### config.mk
export PLATFORM = sky130hd
export DESIGN_NAME = registered_mux_n
export DESIGN_NICKNAME = d
export VERILOG_FILES = /design/src/rtl/registered_mux_n.sv
export SDC_FILE = /design/constraint.sdc
export NUM_CORES = 1
export LEC_CHECK = 0
export BUFFER_PORTS_ARGS = -buffer_cell sky130_fd_sc_hd__buf_2
export CAP_MARGIN = 25
export CORE_UTILIZATION = 35
export CTS_CLUSTER_DIAMETER = 200
export DETAILED_ROUTE_END_ITERATION = 8
export GPL_ROUTABILITY_DRIVEN = 0
export PLACE_DENSITY = 0.84
export SLEW_MARGIN = 20
export SYNTH_ARGS = -nofsm -noshare
export SYNTH_HDL_FRONTEND = slang
export SYNTH_SLANG_ARGS = --single-unit
### constraint.sdc
create_clock -name clk -period 1.7 [get_ports clk]
set_clock_uncertainty 0.05 [all_clocks]
set_input_delay 0.17 -clock clk [delete_from_list [all_inputs] [get_ports clk]]
set_output_delay 0.17 -clock clk [all_outputs]
set_load 0.01 [all_outputs]
### src/rtl/registered_mux_n.sv
// Registered N-input multiplexer with a one-entry valid/ready output stage.
// An accepted transfer loads the selected input slice into the output register;
// an accepted out-of-range select keeps the old data but still produces a beat,
// and is recorded by a sticky flag and a saturating error counter.
module registered_mux_n #(
    parameter int WIDTH  = 32,
    parameter int NUM_IN = 5,
    parameter int SEL_W  = 3
) (
    input  logic                    clk,
    input  logic                    reset,
    input  logic [NUM_IN*WIDTH-1:0] in_bus,
    input  logic [SEL_W-1:0]        control,
    input  logic                    in_valid,
    output logic                    in_ready,
    output logic [WIDTH-1:0]        out,
    output logic                    out_valid,
    input  logic                    out_ready,
    output logic                    sel_err,
    output logic [7:0]              err_count,
    input  logic                    err_clear
);

    // Every code the select can take gets a slot; codes at or above NUM_IN map
    // to zero so the mux index can never run past the array.
    localparam int NUM_SLOTS = 1 << SEL_W;

    // Width-matched copy of NUM_IN, one bit wider than the select so that
    // NUM_IN = 2^SEL_W is representable.
    localparam logic [SEL_W:0] NUM_IN_L = NUM_IN[SEL_W:0];

    logic [WIDTH-1:0] slice_arr [NUM_SLOTS];

    logic [WIDTH-1:0] out_q,       out_d;
    logic             out_valid_q, out_valid_d;
    logic             sel_err_q,   sel_err_d;
    logic [7:0]       err_count_q, err_count_d;

    logic accept;
    logic in_range;

    // Unpack the input bus into per-input slices, padding unused codes with zero.
    generate
        for (genvar gi = 0; gi < NUM_SLOTS; gi++) begin : g_slice
            if (gi < NUM_IN) begin : g_used
                assign slice_arr[gi] = in_bus[gi*WIDTH +: WIDTH];
            end else begin : g_unused
                assign slice_arr[gi] = '0;
            end
        end
    endgenerate

    // The output stage can take a new beat when empty or when it drains this cycle.
    assign in_ready = !out_valid_q || out_ready;
    assign accept   = in_valid && in_ready;
    assign in_range = ({1'b0, control} < NUM_IN_L);

    // Next-state for the data/valid stage: load on accept, drop valid on drain.
    always_comb begin
        out_d       = out_q;
        out_valid_d = out_valid_q;
        if (accept) begin
            out_valid_d = 1'b1;
            if (in_range) begin
                out_d = slice_arr[control];
            end
        end else if (out_valid_q && out_ready) begin
            out_valid_d = 1'b0;
        end
    end

    // Next-state for the error bookkeeping; a clear overrides a same-cycle error.
    always_comb begin
        sel_err_d   = sel_err_q;
        err_count_d = err_count_q;
        if (err_clear) begin
            sel_err_d   = 1'b0;
            err_count_d = 8'd0;
        end else if (accept && !in_range) begin
            sel_err_d = 1'b1;
            if (err_count_q != 8'hFF) begin
                err_count_d = err_count_q + 8'd1;
            end
        end
    end

    // Data and valid registers; reset discards any pending beat immediately.
    always_ff @(posedge clk or posedge reset) begin
        if (reset) begin
            out_q       <= '0;
            out_valid_q <= 1'b0;
        end else begin
            out_q       <= out_d;
            out_valid_q <= out_valid_d;
        end
    end

    // Error flag and counter registers.
    always_ff @(posedge clk or posedge reset) begin
        if (reset) begin
            sel_err_q   <= 1'b0;
            err_count_q <= 8'd0;
        end else begin
            sel_err_q   <= sel_err_d;
            err_count_q <= err_count_d;
        end
    end

    assign out       = out_q;
    assign out_valid = out_valid_q;
    assign sel_err   = sel_err_q;
    assign err_count = err_count_q;

endmodule

==> out/metrics.cfg <==
[timing]
setup_violations = 0
fin_ws_ps = 79.03
maxSlewViolCount = 0
holdWs_ps = 120.4
worst_pin_slew_ps = 503.2
timing.final.crit_share_pct = 95.35
fmax_ghz = 0.6169
relSlewSlack_pct = 66.41
tns_ps = 0
fin_crit_ps = 1621
hold_viol_final = 0

[logic_synthesis]
synth_top_family_by_area = multiplexers
synthMuxAreaShare_pct = 26.90
post_synth_instance_area_sq_mm = 0.002721
synth_xor_area_share_pct = 0
synth_fp_nets = 408
synth.distinct_cells = 30
avgSynthCellArea_sq_um = 11.39
seq_area_frac_synth_pct = 38.62
ys_async_sr_fraction_pct = 100.0
synth_edf_count = 0
synth.top_cells.by_area = dfrtp_1 39%, mux4_2 26%, a22oi_1 8.8%, a21oi_1 7.0%, nor2_1 4.7%
synth-seq-cells = 42
synthFlopType = dfrtp_1
synth_fa_ha_area_share_pct = 0.4598
synth_compound_area_share_pct = 18.76
yosys.area.top_type = dfrtp_1
synth_warnings = 0
synth.top_cell.area_share_pct = 38.62
synth_simple_gate_area_share_pct = 10.21
synth_cells = 239

[hold_path]
worstHoldEndpoint = err_count[4]
min_from = err_clear
hold_path_depth = 2
min_path_type = input pin to flip-flop

[layout]
syn2layout_area_growth_pct = 49.52
drive_gt1_share_pct = 60.89
layout_commonest_cell = buf_2
utilization_pct = 55.21
fill_cells = 689
final_nets = 618
most-common-layout-cells = 210 x buf_2, 40 x dfrtp_1, 37 x a21oi_1, 34 x nor2_1

[cts]
cts_tree = yes
clockRootBuffer = clkbuf_8
htree_levels = 2
clock_latency_ps = 280
cts_buffers = 5
clk_pin_slew_ps = 80
cts_buffer_depth = 2
cts_sinks = 42

[floorplanning]
core_area_sq_mm = 0.007370
die_w_microns = 90.18
initial_utilization_pct = 36.93
core.rowCount = 31
die_h_microns = 90.18
die_area_sq_mm = 0.008132
num_io_pins = 211

[power]
clock_power_share_pct = 26.2
power.leakage_nw = 1.951
power_w = 0.002957
vdd.ir_drop.worst_v = 0.0003463
combPwrFrac_pct = 32.3
p_seq_share_pct = 41.5
internal-power_w = 0.002085
power_density_mw_per_mm2 = 726.8
p_sw_w = 0.0008723
switching_share_pct = 29.50

[grt]
grt_antenna_before_repair = 2
grt-ovfl-total = 0
grt_max_degree = 65
grt_usage_pct = 22.26
grt_pass1_wl_microns = 14210
grt_pass1_vias = 2965

[setup_path]
worstPathRequired_ps = 1870
critPathLaunchType = flip-flop
r2r_slack_ps = 80
critical_path_class = flip-flop to flip-flop
crit_path_max_fanout = 5
worstSetupEndpointType = flip-flop
arrival_ps = 1790
reg2reg_to = err_count[4]
r2r_cells = 4
r2r-start = err_count[4]

[detailed_routing]
firstDrtPassIters = 4
ant_nets = 0
wl_per_cell_microns = 16.66
num_vias = 2956
wl_microns = 9180
drt_first_iter_violations = 80
drc = 0
via_per_inst = 5.365

[place]
port_buffers = 210
place_ws_ps = 71.94
dp_hpwl_microns = 7262

[flow_run]
max-cap-violations = 0

[outcome]
outcome = finished clean

critical path, stage by stage (launching register included):
cell	delay (ps)
dfrtp_1	430
and4_1	220
and3_1	210
or4_1	490
a21oi_2	150
layout make-up:
cell class	count	area [sq um]	area share, %
well taps	99	123.9	3.044
multi-input cells	170	1554	38.19
clock buffers	6	72.57	1.784
inverters	5	18.77	0.4613
diodes	2	5.005	0.1230
repair buffers	225	1204	29.58
clock inverters	2	37.54	0.9225
flip-flops and latches	42	1054	25.89
cell usage after synthesis (3+ instances only):
cell / instances
inv_1: 5
clkbuf_1: 9
nand3_1: 3
o21ai_0: 3
nand2_1: 3
mux4_2: 32
dfrtp_1: 42
nand4_1: 3
buf_4: 8
nor2_1: 34
a21oi_1: 38
a22oi_1: 32
buf_2: 5
state kept, by name (all words and copies together) (netlist names):
name	cells
out_valid	1
out	32
err_count	8
sel_err	1
metrics by stage:
step           instance area (sq um)  cells
3_3_place_gp                    3916    538
2_1_floorplan                   2721    239
5_1_grt                         4069    551
4_1_cts                         4036    547
3_5_place_dp                    3916    538
6_report                        4069    551
cells by family after synthesis:
| kind of cell | after synthesis |
|---|---|
| muxes | 33 |
| buffers and inverters | 27 |
| DFF | 42 |
| adders and majority gates | 1 |
| AOI/OAI and AO/OA | 80 |
| and+or+nand+nor | 56 |
how the worst max path moves through the flow:
stage / startpoint / end / slack [ps] / cells past startpoint
finish: err_count[4] / err_count[4] / 80 / 4
global placement: err_count[5] / err_count[4] / 150 / 4
floorplan: out_valid / err_count[5] / 120 / 4
global route: err_count[5] / err_count[4] / -3 / 4
detailed placement: err_count[3] / err_count[4] / 70 / 4
CTS: err_count[3] / err_count[4] / 50 / 4
power by group through the flow:
stage	combinational [W]	clock, W	sequential, W
finish	0.000956	0.000774	0.00123
detailed placement	0.000961	0	0.00125
global route	0.00104	0.000848	0.00125
CTS	0.000965	0.000811	0.00123
floorplan	0.000423	0	0.00133
global placement	0.000933	0	0.00124
per-layer routing:
| metal | GRT usage [%] | share of wire [%] |
|---|---|---|
| met1 | 25.10 | 37 |
| met2 | 40.52 | 53 |
| met3 | 4.992 | 6.8 |
| met4 | 8.871 | 2.5 |
| met5 | 0 | 0 |
timing repair:
item / CTS / global route
setup buffers: 0 / 2
endpoints found under the hold margin: 20 / 0
hold buffers: 1 / 0
gates resized for setup: 0 / 4
setup endpoints to repair: 0 / 2
Power figures use the tool's default switching activity.
